<file path="config.mk">
export PLATFORM = sky130hd
export DESIGN_NAME = la_capture_buffer
export DESIGN_NICKNAME = d
export VERILOG_FILES = /design/src/rtl/la_pkg.sv /design/src/rtl/la_capture_ram.sv /design/src/rtl/la_capture_buffer.sv
export SDC_FILE = /design/constraint.sdc
export NUM_CORES = 1
export LEC_CHECK = 0
export CAP_MARGIN = 15
export CORE_MARGIN = 3
export CORE_UTILIZATION = 33
export DETAILED_ROUTE_END_ITERATION = 10
export REMOVE_ABC_BUFFERS = 1
export SLEW_MARGIN = 40
export SYNTH_ARGS = -nofsm -noshare
export SYNTH_HDL_FRONTEND = slang
export SYNTH_SLANG_ARGS = --single-unit
</file>
<file path="constraint.sdc">
create_clock -name clk -period 6.3 [get_ports clk]
set_input_delay 1.575 -clock clk [delete_from_list [all_inputs] [get_ports clk]]
set_output_delay 1.575 -clock clk [all_outputs]
set_load 0.005 [all_outputs]
</file>
<file path="src/rtl/la_pkg.sv">
// Shared definitions for the logic-analyzer capture path.
//   la_state_e       : capture FSM state encoding
//   LA_*_DEF         : default build constants
//   la_byte_t        : decoded byte type
//   la_trig_hit()    : masked byte-match compare (mask bit 1 = bit compared)
package la_pkg;

   typedef enum logic [1:0] {
      ST_IDLE = 2'd0,
      ST_PRE  = 2'd1,
      ST_POST = 2'd2,
      ST_DONE = 2'd3
   } la_state_e;

   localparam int LA_DEPTH_DEF     = 16;
   localparam int LA_AW_DEF        = 4;
   localparam int LA_POST_TRIG_DEF = 8;

   typedef logic [7:0] la_byte_t;

   function automatic logic la_trig_hit(input la_byte_t data,
                                        input la_byte_t value,
                                        input la_byte_t mask);
      return ((data ^ value) & mask) == 8'h00;
   endfunction

endpackage

</file>
<file path="src/rtl/la_capture_ram.sv">
// DEPTH x 8 capture storage: one synchronous write port, one synchronous read
// port with a registered output that holds its value between reads.
// Ports:
//   clk, rst_n          : clock, async active-low reset (output register only)
//   wr_en/wr_addr/wr_data : write port
//   rd_en/rd_addr       : read request, data appears on rd_data next cycle
//   rd_data             : registered read data
module la_capture_ram
   import la_pkg::*;
#(
   parameter int DEPTH = LA_DEPTH_DEF,
   parameter int AW    = LA_AW_DEF
) (
   input  logic          clk,
   input  logic          rst_n,
   input  logic          wr_en,
   input  logic [AW-1:0] wr_addr,
   input  logic [7:0]    wr_data,
   input  logic          rd_en,
   input  logic [AW-1:0] rd_addr,
   output logic [7:0]    rd_data
);

   la_byte_t mem_q [DEPTH];
   la_byte_t rd_data_d;
   la_byte_t rd_data_q;

   // Storage is deliberately not reset; only valid entries are ever read.
   always_ff @(posedge clk) begin
      if (wr_en) begin
         mem_q[wr_addr] <= wr_data;
      end
   end

   always_comb begin
      rd_data_d = rd_data_q;
      if (rd_en) begin
         rd_data_d = mem_q[rd_addr];
      end
   end

   always_ff @(posedge clk or negedge rst_n) begin
      if (!rst_n) begin
         rd_data_q <= '0;
      end else begin
         rd_data_q <= rd_data_d;
      end
   end

   assign rd_data = rd_data_q;

endmodule

</file>
<file path="src/rtl/la_capture_buffer.sv">
// Trigger-qualified capture buffer behind the UART byte decoder. Keeps a
// rolling pre-trigger history, captures POST_TRIG bytes after a masked
// byte-match trigger, then freezes and serves the capture oldest-first.
// Ports:
//   clk, rst_n            : clock, async active-low reset
//   in_data, in_valid     : decoded byte and its one-cycle strobe
//   trig_value, trig_mask : trigger compare value and mask (1 = compared)
//   arm                   : clear and restart capture (highest priority)
//   rd_req                : read one entry (accepted only in DONE with data)
//   rd_data, rd_valid     : read result, one cycle after rd_req
//   armed, triggered, done: status (PRE|POST, POST|DONE, DONE)
//   count                 : entries held, 0..DEPTH
//
// state | meaning
// ------+--------------------------------------------------------------
// IDLE  | no capture; input bytes and reads ignored
// PRE   | storing rolling history, evaluating trigger on each byte
// POST  | trigger seen, storing post_cnt remaining bytes
// DONE  | frozen; serving entries oldest-first until count reaches 0
module la_capture_buffer
   import la_pkg::*;
#(
   parameter int DEPTH     = LA_DEPTH_DEF,
   parameter int AW        = LA_AW_DEF,
   parameter int POST_TRIG = LA_POST_TRIG_DEF
) (
   input  logic          clk,
   input  logic          rst_n,
   input  logic [7:0]    in_data,
   input  logic          in_valid,
   input  logic [7:0]    trig_value,
   input  logic [7:0]    trig_mask,
   input  logic          arm,
   input  logic          rd_req,
   output logic [7:0]    rd_data,
   output logic          rd_valid,
   output logic          armed,
   output logic          triggered,
   output logic          done,
   output logic [AW:0]   count
);

   localparam logic [AW:0]   CNT_FULL  = (AW+1)'(DEPTH);
   localparam logic [AW-1:0] POST_INIT = AW'(POST_TRIG);

   la_state_e     state_d, state_q;
   logic [AW-1:0] wr_ptr_d, wr_ptr_q;
   logic [AW-1:0] rd_ptr_d, rd_ptr_q;
   logic [AW-1:0] post_cnt_d, post_cnt_q;
   logic [AW:0]   count_d, count_q;
   logic          rd_valid_d, rd_valid_q;
   logic          wr_en;
   logic          rd_en;

   always_comb begin
      state_d    = state_q;
      wr_ptr_d   = wr_ptr_q;
      rd_ptr_d   = rd_ptr_q;
      post_cnt_d = post_cnt_q;
      count_d    = count_q;
      wr_en      = 1'b0;
      rd_en      = 1'b0;

      if (arm) begin
         // arm wins over a same-cycle byte or read; that byte is dropped
         state_d    = ST_PRE;
         wr_ptr_d   = '0;
         rd_ptr_d   = '0;
         post_cnt_d = '0;
         count_d    = '0;
      end else begin
         case (state_q)
            ST_PRE, ST_POST: begin
               if (in_valid) begin
                  wr_en    = 1'b1;
                  wr_ptr_d = wr_ptr_q + AW'(1);
                  count_d  = (count_q == CNT_FULL) ? count_q : count_q + (AW+1)'(1);
                  if (state_q == ST_PRE) begin
                     if (la_trig_hit(in_data, trig_value, trig_mask)) begin
                        if (POST_TRIG == 0) begin
                           state_d = ST_DONE;
                        end else begin
                           state_d    = ST_POST;
                           post_cnt_d = POST_INIT;
                        end
                     end
                  end else begin
                     post_cnt_d = post_cnt_q - AW'(1);
                     if (post_cnt_q == AW'(1)) begin
                        state_d = ST_DONE;
                     end
                  end
                  // Oldest entry; a full buffer yields wr_ptr itself since count[AW-1:0] is 0.
                  if (state_d == ST_DONE) begin
                     rd_ptr_d = wr_ptr_d - count_d[AW-1:0];
                  end
               end
            end
            ST_DONE: begin
               if (rd_req && (count_q != '0)) begin
                  rd_en    = 1'b1;
                  rd_ptr_d = rd_ptr_q + AW'(1);
                  count_d  = count_q - (AW+1)'(1);
                  if (count_q == (AW+1)'(1)) begin
                     state_d = ST_IDLE;
                  end
               end
            end
            default: begin
               state_d = state_q;
            end
         endcase
      end
   end

   assign rd_valid_d = rd_en;

   always_ff @(posedge clk or negedge rst_n) begin
      if (!rst_n) begin
         state_q    <= ST_IDLE;
         wr_ptr_q   <= '0;
         rd_ptr_q   <= '0;
         post_cnt_q <= '0;
         count_q    <= '0;
         rd_valid_q <= 1'b0;
      end else begin
         state_q    <= state_d;
         wr_ptr_q   <= wr_ptr_d;
         rd_ptr_q   <= rd_ptr_d;
         post_cnt_q <= post_cnt_d;
         count_q    <= count_d;
         rd_valid_q <= rd_valid_d;
      end
   end

   la_capture_ram #(
      .DEPTH (DEPTH),
      .AW    (AW)
   ) u_ram (
      .clk     (clk),
      .rst_n   (rst_n),
      .wr_en   (wr_en),
      .wr_addr (wr_ptr_q),
      .wr_data (in_data),
      .rd_en   (rd_en),
      .rd_addr (rd_ptr_q),
      .rd_data (rd_data)
   );

   assign rd_valid  = rd_valid_q;
   assign armed     = (state_q == ST_PRE)  || (state_q == ST_POST);
   assign triggered = (state_q == ST_POST) || (state_q == ST_DONE);
   assign done      = (state_q == ST_DONE);
   assign count     = count_q;

endmodule
</file>
======== Word level (Yosys, flattened, before mapping) ========
Memory sizes are Yosys's and may differ from the RTL's. A register that Yosys moved wholly into a read port is not among the register bits.
Cells that the tools add are included.
storage, ports and cells
  input port bits ......................... 29
  bits in writable memories ............... 128
  output and inout bits ................... 17
  memories kept ........................... 1
  register bits after elaboration ......... 20
  logic and storage cells ................. 82
operators by class
  muxes and demuxes ....................... 37
  add/sub/neg operators ................... 6
  equality and inequality tests ........... 13
  reduce and logical (&&, ||, !) cells .... 16
  bitwise gates (word level) .............. 2
memories
  name         words  width  read ports  clocked after memory_dff  wr ports  RTL line              source
  u_ram.mem_q  16     8      1           1                         1         la_capture_ram.sv:24  la_byte_t mem_q [DEPTH];
operators with widths
  cell                                                   count
  two-way mux 4 bit                                      12
  two-way mux 2 bit                                      10
  two-way mux 5 bit                                      4
  inequality test 3 bit, second input constant           4
  AND reduction 4 bit                                    3
  one-hot mux 5 bit (2 select lines)                     1
  adder 4 x 1 -> 4 bit, second input constant            2
  AND 8 bit                                              1
  logical NOT 8 bit                                      1
  two-way mux 1 bit                                      8
  one-hot mux 4 bit (2 select lines)                     1
  bitwise XOR 8 bit                                      1
  equality test 2 bit, second input constant             3
  inequality test 3 x 2 -> 1 bit, second input constant  2
  AND reduction 3 bit                                    2
  adder 5 x 1 -> 5 bit, second input constant            1
  equality test 5 x 1 -> 1 bit, second input constant    1
  equality test 5 bit, second input constant             1
  nonzero test 5 bit                                     1
  subtractor 5 x 1 -> 5 bit, second input constant       1
  equality test 4 x 1 -> 1 bit, second input constant    1
  one-hot mux 2 bit (2 select lines)                     1
  nonzero test 2 bit                                     2
  subtractor 4 x 1 -> 4 bit, second input constant       1
  8 further kinds                                        9

======== Depth between registers and ports, before layout ========
Gate-level depths: netlist of the first run.
  word-level depth ........................ 13
  gate-level depth with buffers ........... 11
  gate-level depth less buffers ........... 11

======== By module ========
Synthesis of the first run repeated with hierarchy kept, for this count alone.
second synthesis, totals
  cell total of the unflattened synthesis .. 433
  area, all modules ....................... 7044.3 um2
modules (own cells, without submodules)
  module             area each (um2)  cells an instance  instances  sequential area each (um2)
  la_capture_ram     5331.4           240                1          4043.9
  la_capture_buffer  1712.9           193                1          500.5

======== Least setup slack after synthesis of the first run ========
Ideal clock, no wire load.
  path kind ............................... reg-to-output
  from .................................... reg state_q[0]
  to ...................................... out triggered
  cell stages (with the launch flop) ...... 5
  data arrival time ....................... 1.411 ns
  path buffers ............................ 2
  data required time ...................... 4.725 ns
  slack ................................... 3.314 ns
  cell sequence ........................... dfrtp_1 > ha_1 > buf_1 > clkbuf_1 > or2_2
on the way
  word-level cells in the longest chain between the ends .. 2
  elaborated cells on any way between the ends .. 3
  classes of those cells .................. eq/ne: 2; reduce/logical: 1
ends and longest elaborated chain
  item                    RTL line                  source
  from (decl)             la_capture_buffer.sv:46   la_state_e state_d, state_q;
  from (signal assigned)  la_capture_buffer.sv:127  state_q <= state_d;
  equality test 2 bit     -
  net done                la_capture_buffer.sv:39   output logic done,
  logical OR 1 bit        la_capture_buffer.sv:152  assign triggered = (state_q == ST_POST) || (state_q == ST_DONE);
  to (decl)               la_capture_buffer.sv:38   output logic triggered,
The timed path passes the listed nets, and every way through them passes these cells.

======== Worst setup path in the final report of the first run ========
  from .................................... reg state_q[0]
  to ...................................... out triggered
on the way
  word-level cells in the longest chain between the ends .. 2
  elaborated cells on any way between the ends .. 3
  classes of those cells .................. eq/ne: 2; reduce/logical: 1
ends and longest elaborated chain
  item                 RTL line
  equality test 2 bit  la_capture_buffer.sv:152
  logical OR 1 bit *   la_capture_buffer.sv:152
Every way passes the cells marked *; elsewhere a longest branch is shown, timed or not.

==> run metrics, run 1 <==
Setup WS post-layout 2.64 ns; Synth Cell Area 0.00703 mm2; final net count 503; Post-synth EDFFs 128; post-synthesis sequential area ratio 0.647; CTS tree built; hold crit path type register to register; # placed instances 707; post-synthesis async set-or-reset flop share 0.179; TNS Setup 0 ns; postcts setup bufs 0; clk sink count 156; share of cells above drive strength 1 0.130; most frequent cells in the layout edfxtp_1 (128), clkdlybuf4s50_1 (45), mux4_1 (28), dfrtp_1 (28), nor2_1 (20); Worst Clk Skew 0.0104 ns; Placer Congestion 0.774; DR WL/cell 20.2 um; fmax 274 MHz; Startpoint Class register; H-tree levels 4; CTS Buffer Depth 2; area leader, netlist edfxtp_1; drt pass-1 iters 4; Final Max Slew Viols 0; first-pass GRT wire length 23.4 mm; outcome completed; # IOs 46; core area 0.0206 mm2; vias per cell 5.09; Total Routing Usage GR 0.134; Final Core Density 0.404; Max FO, Critical Path 23; critical setup path kind register to primary output; worst skew pair latency 0.42 ns; headroom to the max-slew limit 0.531; Worst EP required 4.72 ns; CTS root buf clkbuf_16; VDD IR max 188 uV; Syn Inst Count 405; setup slack at placement 2.37 ns; vias in the first global route 3806; register bit total from synthesis 156; Final Hold Vio Count 0; CTS buffer count 17; initial antenna violation count 0; Syn-to-layout area delta 18.2%; top cells by area, synth edfxtp_1 (55%), mux4_1 (10%), dfrtp_1 (10%); Die Wd 152 um; most common cell after layout, fill and taps aside edfxtp_1; Initial DRC Count 386; final WL 14.9 mm; post-synthesis area per instance 17.3 um2; DRC 0; largest net degree at the start of global routing 37; Initial Utilization 0.342; final setup violating endpoints 0; hpwl dp 9.39 mm; pwr/cell area 359 mW/mm2; Non-Filler Instances 739; Worst Setup End Kind primary output; # diodes 0; commonest register cell after synthesis edfxtp_1; Yosys cell types 53; Post-CTS Resized 0; Period minus WS final 3.66 ns; MaxCap Viol Count 0; cts hold-fix bufs 0; FP Rows 52; Tcrit/Tclk final 0.580; clock transition at the registers of the reported paths 0.06 ns; Port Buffers 45; Pleak 2.92 nW; routed via count 3761; RSZ-0062 raised after global routing no; remaining global-route overflow 0; DIE HEIGHT 152 um; Yosys top cell area share 0.547; YS warnings 0; area of the die 0.0231 mm2; WP data arrival 2.08 ns; worst-margin pin slew 0.701 ns; ANT nets after route 0
-- cell type report --
| type | instances | area [um2] |
|---|---|---|
| timing repair buffer | 49 | 480 |
| sequential | 156 | 4540 |
| inverter | 18 | 67.6 |
| tap | 270 | 338 |
| multi-input combinational | 214 | 2310 |
| fill | 1880 | 12300 |
| clock inverter | 14 | 138 |
| clock buffer | 18 | 429 |
-- Yosys cell counts, drive strengths merged (2+ instances only) --
library cell,n
edfxtp,128
mux4,40
dfrtp,28
nor2,21
inv,18
ha,17
and2,16
xor2,14
nand2,12
o21ai,12
a21oi,11
clkbuf,9
mux2,9
buf,8
xnor2,7
nor3,6
nor2b,5
o31ai,5
a22oi,4
and3,4
a31oi,3
nand3,3
mux2i,2
nor3b,2
o32ai,2
-- worst paths after layout --
kind | cells after the start | from | to | slack [ns]
max | 3 | state_q[0] | triggered | 2.64
min | 1 | u_ram.rd_data[5] | u_ram.rd_data[5] | 0.51
max reg2reg | 8 | state_q[0] | u_ram.mem_q[8][5] | 3.66
min reg2reg | 1 | u_ram.rd_data[5] | u_ram.rd_data[5] | 0.51
max in group asynchronous | 2 | rst_n | u_ram.rd_data[5] | 4.45
min in group asynchronous | 2 | rst_n | count[3] | 1.55
-- power breakdown --
part	internal, W	switching [W]	leakage, nW
registers	0.00118	0.0000677	1.53
logic	0.000407	0.000349	1.13
clock network	0.000553	0.000427	0.267
-- worst max-delay path, cell delays in order (launching register included) --
cell             delay [ns]
dfrtp_1                0.44
ha_2                   0.52
or2_2                  0.20
clkdlybuf4s50_1        0.49
-- routing by layer --
layer | global-route usage | wire [um]
met1 | 0.191 | 6680
met2 | 0.203 | 7120
met3 | 0.0310 | 959
met4 | 0.0488 | 182
met5 | 0 | 0
-- through the flow --
stage          total power [W]  instance area, um2  hold slack [ns]
2_1_floorplan          0.00176                6920            0.489
3_3_place_gp           0.00202                7740            0.501
3_5_place_dp           0.00203                7740            0.501
4_1_cts                0.00302                8300            0.520
5_1_grt                0.00314                8310            0.539
6_report               0.00298                8310            0.511
-- state kept, by name, indices dropped and copies added (netlist names) --
name           cells
u_ram.rd_data      8
state_q            2
wr_ptr_q           4
post_cnt_q         4
count              5
rd_ptr_q           4
rd_valid           1
u_ram.mem_q      128
-- kinds of logic (layout without fill, tap and decap cells) --
family | after synthesis | in the layout | synth area share
compound gates | 46 | 46 | 0.0435
xor+xnor | 22 | 22 | 0.0294
fa+ha+maj | 18 | 18 | 0.0331
buf+inv | 35 | 99 | 0.0248
flops | 156 | 156 | 0.647
mux | 51 | 51 | 0.165
simple gates | 77 | 77 | 0.0577
No activity file was read; power rests on OpenSTA's default activity.
==> inputs of run 2 (changes only) <==
==> constraint.sdc (replaced) <==
create_clock -name clk -period 3.5 [get_ports clk]
set_input_delay 0.875 -clock clk [delete_from_list [all_inputs] [get_ports clk]]
set_output_delay 0.875 -clock clk [all_outputs]
set_load 0.005 [all_outputs]
==> run metrics, run 2 (same netlist as run 1, synthesis figures left out) <==
outcome completed; # diodes 0 (unchanged); CTS tree built; Port Buffers 45 (unchanged); Syn-to-layout area delta 18.9%; DR WL/cell 19.0 um (-5.8%); DRC 0 (unchanged); critical setup path kind register to primary output; FP Rows 52 (unchanged); WP data arrival 1.94 ns (-0.14 ns); routed via count 3675 (-2.3%); fillers 1904 (+1.3%); final setup violating endpoints 0 (unchanged); hold crit path type register to register; core area 0.0206 mm2 (unchanged); hpwl dp 9.83 mm (+4.8%); Post-CTS Resized 0 (unchanged); fmax 355 MHz; first-pass GRT wire length 22.8 mm (-2.8%); Non-Filler Instances 749 (+1.4%); Startpoint Class register; Pleak 2.96 nW (+1.2%); VDD IR max 332 uV (+77%); final net count 513 (+2.0%); FF+latch area 0.00454 mm2 (unchanged); Initial Utilization 0.342 (unchanged); Worst EP required 2.62 ns (-2.10 ns); initial antenna violation count 0 (unchanged); setup slack at placement 0.322 ns (-2.05 ns); Die Wd 152 um (unchanged); H-tree levels 4 (unchanged); placed instance area 0.00781 mm2 (+0.97%); TNS Setup 0 ns (unchanged); CTS buffer count 17 (unchanged); Design Area, Final 0.00835 mm2 (+0.54%); remaining global-route overflow 0 (unchanged); Period minus WS final 2.82 ns; Max FO, Critical Path 8 (-65%); worst-margin pin slew 0.791 ns (+0.0905 ns); Total Routing Usage GR 0.128 (-0.00662); drt pass-1 iters 4 (unchanged); CTS Buffer Depth 2 (unchanged); Final Max Slew Viols 0 (unchanged); most frequent cells in the layout edfxtp_1 (128), clkdlybuf4s50_1 (45), mux4_1 (28), dfrtp_1 (28), nor2_1 (20); MaxCap Viol Count 0 (unchanged); Tcrit/Tclk final 0.805; worst skew pair latency 0.43 ns (about the same); CTS root buf clkbuf_16; footprint of the multi-input gates 0.00231 mm2 (-0.11%); cts hold-fix bufs 0 (unchanged); Worst Setup End Kind primary output; Final Hold Vio Count 0 (unchanged); postcts setup bufs 0 (unchanged); # IOs 46 (unchanged); largest net degree at the start of global routing 36 (-2.7%); ANT nets after route 0 (unchanged); headroom to the max-slew limit 0.465 (-0.0663); vias per cell 4.91 (-3.6%); share of cells above drive strength 1 0.146 (+0.0161); most common cell after layout, fill and taps aside edfxtp_1; # placed instances 717 (+1.4%); Reg with most FFs u_ram.mem_q; clock transition at the registers of the reported paths 0.06 ns (about the same); area of the die 0.0231 mm2 (unchanged); RSZ-0062 raised after global routing no; vias in the first global route 3954 (+3.9%); max FFs per register 128 (unchanged); pwr/cell area 635 mW/mm2 (+77%); Final Core Density 0.406 (+0.00219); Setup WS post-layout 0.683 ns (-1.96 ns); final WL 14.3 mm (-4.5%); DIE HEIGHT 152 um (unchanged); Placer Congestion 0.754 (-2.6%); clk sink count 156 (unchanged); Worst Clk Skew 0.0135 ns (+0.00316 ns); Initial DRC Count 312 (-19%)
## run 2: cell count changes in the layout (fill, tap and decap cells not counted)
cell / change
bufinv_16: -1
clkinvlp_4: +1
ha_2: -1
buf_4: +10
clkbuf_1: +1
inv_6: +2
ha_1: +1
inv_8: -2
clkinv_1: -1
## run 2: area by class of cell
class,count,share of cell area
inverters,18,0.00809
flip-flops and latches,156,0.544
clock inverters,13,0.0127
well taps,270,0.0404
clock buffers,19,0.0518
multi-input cells,214,0.276
repair buffers,59,0.0665
## run 2: report_power, final
| part | switching (W) | internal, W | total, W | leakage [nW] |
|---|---|---|---|---|
| clock network | 0.000771 | 0.000921 | 0.00169 | 0.249 |
| logic | 0.000643 | 0.000745 | 0.00139 | 1.18 |
| registers | 0.000104 | 0.00212 | 0.00222 | 1.53 |
## run 2: metal layers
metal	GRT usage	vias to the layer above	share of wire
met3	0.0336	11	0.046
met2	0.199	79	0.47
met1	0.175	1853	0.47
met5	0	-	0
li1	-	1732	-
met4	0.0441	0	0.011
## run 2: through the flow
stage	power, W	hold WS (ns)
floorplan	0.00317	0.489
global placement	0.00364	0.495
detailed placement	0.00366	0.498
CTS	0.00537	0.521
global route	0.00558	0.526
finish	0.00531	0.515
## run 2: worst max-delay path, cell delays in order (launching register included)
cell and delay [ns]:
dfrtp_1 0.43, inv_1 0.07, ha_1 0.40, inv_1 0.13
clkdlybuf4s50_1 0.51
## run 2: final timing paths
kind,cells after the start,slack (ns),end,start
worst max-delay path,4,0.68,armed,state_q[0]
worst min-delay path,1,0.52,u_ram.rd_data[7],u_ram.rd_data[7]
worst max register to register,8,1.01,rd_ptr_q[2],count[0]
worst min register to register,1,0.52,u_ram.rd_data[7],u_ram.rd_data[7]
max in group asynchronous,2,2.33,state_q[1],rst_n
min in group asynchronous,2,0.85,rd_valid,rst_n
==> RTL change 1: new RTL, settings of run 1 <==
Re-encode `la_state_e` (4 states) as one-hot, 4 bits wide.
--- a/src/rtl/la_pkg.sv
+++ b/src/rtl/la_pkg.sv
@@ -5,11 +5,11 @@
 //   la_trig_hit()    : masked byte-match compare (mask bit 1 = bit compared)
 package la_pkg;
 
-   typedef enum logic [1:0] {
-      ST_IDLE = 2'd0,
-      ST_PRE  = 2'd1,
-      ST_POST = 2'd2,
-      ST_DONE = 2'd3
+   typedef enum logic [3:0] {
+      ST_IDLE = 4'b0001,
+      ST_PRE  = 4'b0010,
+      ST_POST = 4'b0100,
+      ST_DONE = 4'b1000
    } la_state_e;
 
    localparam int LA_DEPTH_DEF     = 16;
Function: no difference found for any inputs over 10 cycles, from zero or initial values and one cycle with rst_n low; not proved beyond that.
==> RTL change 1 against run 1 <==
Wire length up 0.69%; die area fell by 0.78%; sequential cell count increased by 2; utilization rose by 0.35 points; count of clock-buffer cells in the layout is 2 higher; first-iteration DRC count shrank 31%; synthesized area fell by 0.80%; final cell count up 4.2%; critical path type unchanged; cell area is 0.56% higher; highest routed layer unchanged; largest cell class unchanged; setup slack worse by 0.35 ns; global-route usage grew 0.46 points.
Power is not compared: it rests on default switching activity, and its combinational part moved more than twofold at a synthesized area within 25%.
==> RTL change 1: results (changes against run 1) <==
| Metric | Value |
|---|---|
| Status | `complete, no violations` |
| Fill count | `1847 (-1.8%)` |
| Initial antenna violation count | `0 (unchanged)` |
| Bufs on Longest Clock Path | `2 (unchanged)` |
| Reg2reg start | `count[0]$_DFFE_PN0P_` |
| Fraction of registers with async set/reset | `19.0% (+1.0 points)` |
| Leak pwr | `~2.8 nW` |
| Hold Crit Depth | `2 (+1)` |
| CP arrival | `2.43 ns (+0.35 ns)` |
| WHS | `0.497 ns (-0.0133 ns)` |
| Cells after Synth | `440 (+8.6%)` |
| Post-synthesis sequential area ratio | `65.9% (+1.3 points)` |
| R2r endpoint | `rd_ptr_q[2]$_DFFE_PN0P_` |
| Setup WS pre-CTS | `2.02 ns (-0.352 ns)` |
| All-Layer GR Usage | `13.9% (+0.46 points)` |
| Grt met2 use | `21.9% (+1.6 points)` |
| Dpl cell area | `7720 um^2 (-0.26%)` |
| Share of cells above drive strength 1 | `16.6% (+3.6 points)` |
| Worst Reg-to-Reg Cells | `11 (+3)` |
| Clk_lat worst skew | `0.42 ns (about the same)` |
| Sw Pwr | `515 uW` |
| Worst Hold End | `u_ram.rd_data[7]$_DFFE_PN0P_` |
| DP HPWL | `10.3 mm (+9.3%)` |
| Final core occ | `40.8% (+0.35 points)` |
| Synth Warn # | `0 (unchanged)` |
| Final net count | `531 (+5.6%)` |
| Top reg by flops | `u_ram.mem_q` |
| Final Skew | `0.0130 ns (+0.00265 ns)` |
| Netlist cell types | `56 (+5.7%)` |
| Vias in the first global route | `4020 (+5.6%)` |
| Largest register FFs | `128 (unchanged)` |
| CTS HTree Levels | `4 (unchanged)` |
| Largest cells by area after synthesis | `edfxtp_1 (55%), dfrtp_1 (10%), mux4_2 (10%)` |
| Relative slew margins | `46.2% (-6.9 points)` |
| Largest net degree at the start of global routing | `31 (-16%)` |
| Placed insts | `738 (+4.4%)` |
| Crit path max fanout | `12 (-48%)` |
| Number of synthesized flops with an enable pin | `128 (unchanged)` |
| R2R Setup Slk | `3.69 ns (+0.03 ns)` |
| Most frequent cells after synthesis | `edfxtp_1 (128), mux4_2 (32), dfrtp_1 (29), nand2_1 (22), nor2_1 (21)` |
| Worst hold path class | `register to register` |
| Final std cells w/o fill | `770 (+4.2%)` |
| Vias | `3946 (+4.9%)` |
| Diodes inserted | `0 (unchanged)` |
| First-pass GRT wire length | `23.3 mm (-0.68%)` |
| GR Layer Usage met1 | `19.4% (+0.27 points)` |
| Iter 0 DRT Violations | `266 (-31%)` |
| Met3 usage | `2.96% (-0.14 points)` |
| Routability Congestion | `0.783 (+1.1%)` |
| Average wire per standard cell | `19.5 um (-3.4%)` |
| Worst Min Path Start | `u_ram.rd_data[7]$_DFFE_PN0P_` |
| Drt pass-1 iters | `5 (+1)` |
## RTL change 1: cell count changes after synthesis, moves of 8 or more
cell / delta
mux2_4: -8
mux2i_1: +16
mux4_1: -28
mux4_2: +20
nand2_1: +10
## RTL change 1: final cells by class
| class | count | share of cell area (%) |
|---|---|---|
| Sequential cell | 158 | 55.0 |
| Multi-Input combinational cell | 238 | 26.5 |
| Timing Repair Buffer | 51 | 5.93 |
| Clock buffer | 20 | 5.35 |
| Tap cell | 270 | 4.04 |
| Clock inverter | 12 | 2.20 |
| Inverter | 21 | 0.944 |
## RTL change 1: power groups by stage
stage	clock network [mW]	logic [mW]	registers (mW)
3_5_place_dp	0	0.176	1.18
6_report	1.08	0.175	1.16
3_3_place_gp	0	0.173	1.18
4_1_cts	1.10	0.178	1.16
2_1_floorplan	0	0.0968	1.17
5_1_grt	1.14	0.197	1.16
## RTL change 1: how the worst max path moves through the flow
| stage | cells past startpoint | end | start | slack [ns] |
|---|---|---|---|---|
| 3_5_place_dp | 6 | u_ram.mem_q[8][6]$_DFFE_PP_ | in_valid | 2.02 |
| 6_report | 3 | done | state_q[2]$_DFFE_PN0P_ | 2.29 |
| 2_1_floorplan | 5 | u_ram.mem_q[4][0]$_DFFE_PP_ | in_valid | 3.02 |
| 5_1_grt | 3 | done | state_q[2]$_DFFE_PN0P_ | 2.20 |
| 3_3_place_gp | 6 | u_ram.mem_q[5][1]$_DFFE_PP_ | in_valid | 2.09 |
| 4_1_cts | 3 | done | state_q[2]$_DFFE_PN0P_ | 2.27 |
## RTL change 1: cell families (layout without fill, tap and decap cells)
| kind of cell | Yosys count | in the layout | share of synthesized area, % |
|---|---|---|---|
| simple gates | 95 | 95 | 7.41 |
| buf+inv | 44 | 104 | 2.68 |
| compound gates | 56 | 56 | 5.48 |
| flops | 158 | 158 | 65.9 |
| mux | 50 | 50 | 12.9 |
| fa+ha+maj | 15 | 15 | 2.80 |
| xor+xnor | 22 | 22 | 2.76 |
## RTL change 1: worst max-delay path, cell delays in order (launching register included)
cell             delay (ns)
dfrtp_1                0.47
or4b_1                 0.70
inv_2                  0.27
clkdlybuf4s50_1        0.56
## RTL change 1: per-layer routing
layer	up-vias	wire length, um
met5	-	0
met1	2048	6910
met2	87	7440
met3	11	529
li1	1800	-
met4	0	172
==> RTL change 2: new RTL, flow settings as in run 1 <==
Made on the original files. Change the package constant `LA_DEPTH_DEF` from 16 to 8.
--- a/src/rtl/la_pkg.sv
+++ b/src/rtl/la_pkg.sv
@@ -12,7 +12,7 @@
       ST_DONE = 2'd3
    } la_state_e;
 
-   localparam int LA_DEPTH_DEF     = 16;
+   localparam int LA_DEPTH_DEF     = 8;
    localparam int LA_AW_DEF        = 4;
    localparam int LA_POST_TRIG_DEF = 8;
 
Behaviour: no difference found for any inputs over 10 cycles, from zero or initial values and one cycle with rst_n low; that may be too few to reach the edited logic, so the function may still have changed.
==> RTL change 2 against run 1 <==
Sequential cell count shrank 66; synthesized area shrank 40%; largest cell class unchanged; power shrank 41%; wire length shrank 42%; cell area shrank 38%; setup slack lost 0.13 ns; largest power group unchanged; synthesized cell count shrank 26%.
==> RTL change 2: results (changes against run 1) <==
| Metric | Value |
|---|---|
| Grt met2 use | `21.4% (+1.1 points)` |
| Leak pwr | `1.85 nW (-37%)` |
| Post-synthesis sequential area ratio | `61.2% (-3.5 points)` |
| WHS | `0.481 ns (-0.0293 ns)` |
| Cells after Synth | `299 (-26%)` |
| Vias | `2571 (-32%)` |
| DP HPWL | `5.70 mm (-39%)` |
| Worst-margin pin slew | `0.815 ns (+0.114 ns)` |
| M1 wire length | `3.83 mm (-43%)` |
| Xor/xnor share of the synthesized area | `3.54% (+0.60 points)` |
| Final std cells w/o fill | `517 (-30%)` |
| First-pass GRT wire length | `13.9 mm (-40%)` |
| Fraction of registers with async set/reset | `28.9% (+11 points)` |
| Share of cells above drive strength 1 | `14.3% (+1.3 points)` |
| Number of synthesized flops with an enable pin | `64 (-50%)` |
| Post-synthesis compound-gate area fraction | `7.95% (+3.6 points)` |
| CTS HTree Levels | `3 (-1)` |
| WL met2 | `4.50 mm (-37%)` |
| Worst hold path class | `register to register` |
| Max VDD drop | `0.149 mV (-20%)` |
| WL met3 | `313 um (-67%)` |
| GR Layer Usage met1 | `16.6% (-2.6 points)` |
| Netlist cell types | `46 (-13%)` |
| Final wirelength | `8.74 mm (-42%)` |
| Crit path max fanout | `24 (+4.3%)` |
| Status | `complete, no violations` |
| Fin worst setup slack | `2.51 ns (-0.130 ns)` |
| Largest net degree at the start of global routing | `27 (-27%)` |
| Dpl cell area | `4840 um^2 (-37%)` |
| Post-synthesis mux area share | `11.5% (-5.0 points)` |
| CTS buffer count | `9 (-8)` |
| Iter 0 DRT Violations | `123 (-68%)` |
| All-Layer GR Usage | `12.7% (-0.73 points)` |
| Drt pass-1 iters | `4 (unchanged)` |
| Final Skew | `0.00683 ns (-0.00354 ns)` |
| Clk_lat worst skew | `0.33 ns (-0.09 ns)` |
| Most frequent cells after synthesis | `edfxtp_1 (64), dfrtp_1 (26), nand2_1 (21), nor2_1 (19), mux4_2 (16)` |
| Beginning of the critical path | `state_q[1]$_DFFE_PN0P_` |
| Largest register FFs | `64 (-50%)` |
| Largest cells by area after synthesis | `edfxtp_1 (46%), dfrtp_1 (15%), mux4_2 (8.6%)` |
| Routability Congestion | `0.753 (-2.8%)` |
| R2R Setup Slk | `3.60 ns (-0.06 ns)` |
| Worst Min Path Start | `u_ram.rd_data[7]$_DFFE_PN0P_` |
| Adder-cell share of the synthesized area | `4.05% (+0.74 points)` |
| Met3 usage | `2.18% (-0.92 points)` |
| Placed insts | `501 (-29%)` |
| CP arrival | `2.21 ns (+0.13 ns)` |
RTL change 2: cell count changes in the layout (fill, tap and decap cells not counted), moves of 5 or more:
cell,change
inv_1,-5
clkbuf_16,-8
edfxtp_1,-64
mux2_4,-8
mux4_1,-28
nor2_1,-6
and2_1,-16
nand2_1,+9
mux2i_1,+8
RTL change 2: where the power goes:
part / switching (mW) / internal (mW) / leakage (nW)
Clock: 0.241 / 0.315 / 0.150
Sequential: 0.0691 / 0.681 / 0.926
Combinational: 0.205 / 0.257 / 0.775
RTL change 2: layout make-up:
type | instances | area, um^2
clock buffer | 9 | 225
multi-input combinational | 182 | 1540
tap | 168 | 210
fill | 1123 | 7050
timing repair buffer | 49 | 480
clock inverter | 7 | 82.6
sequential | 90 | 2570
inverter | 12 | 45.0
RTL change 2: cells by family after synthesis:
family / after synthesis
flops: 90
simple gates: 75
compound gates: 49
mux: 28
buf+inv: 27
xor+xnor: 17
fa+ha+maj: 13
RTL change 2: final timing paths:
kind                                                end  cells after the start
hold reg to reg            u_ram.rd_data[7]$_DFFE_PN0P_                      2
hold / removal             u_ram.rd_data[7]$_DFFE_PN0P_                      2
setup / recovery                              triggered                      3
max in group asynchronous       rd_ptr_q[1]$_DFFE_PN0P_                      2
min in group asynchronous          count[3]$_DFFE_PN0P_                      2
setup reg to reg            u_ram.mem_q[3][4]$_DFFE_PP_                      5
RTL change 2: critical path: stages, from the launching register on:
cell             delay [ns]
dfrtp_1                0.44
ha_1                   0.73
or2_2                  0.23
clkdlybuf4s50_1        0.49
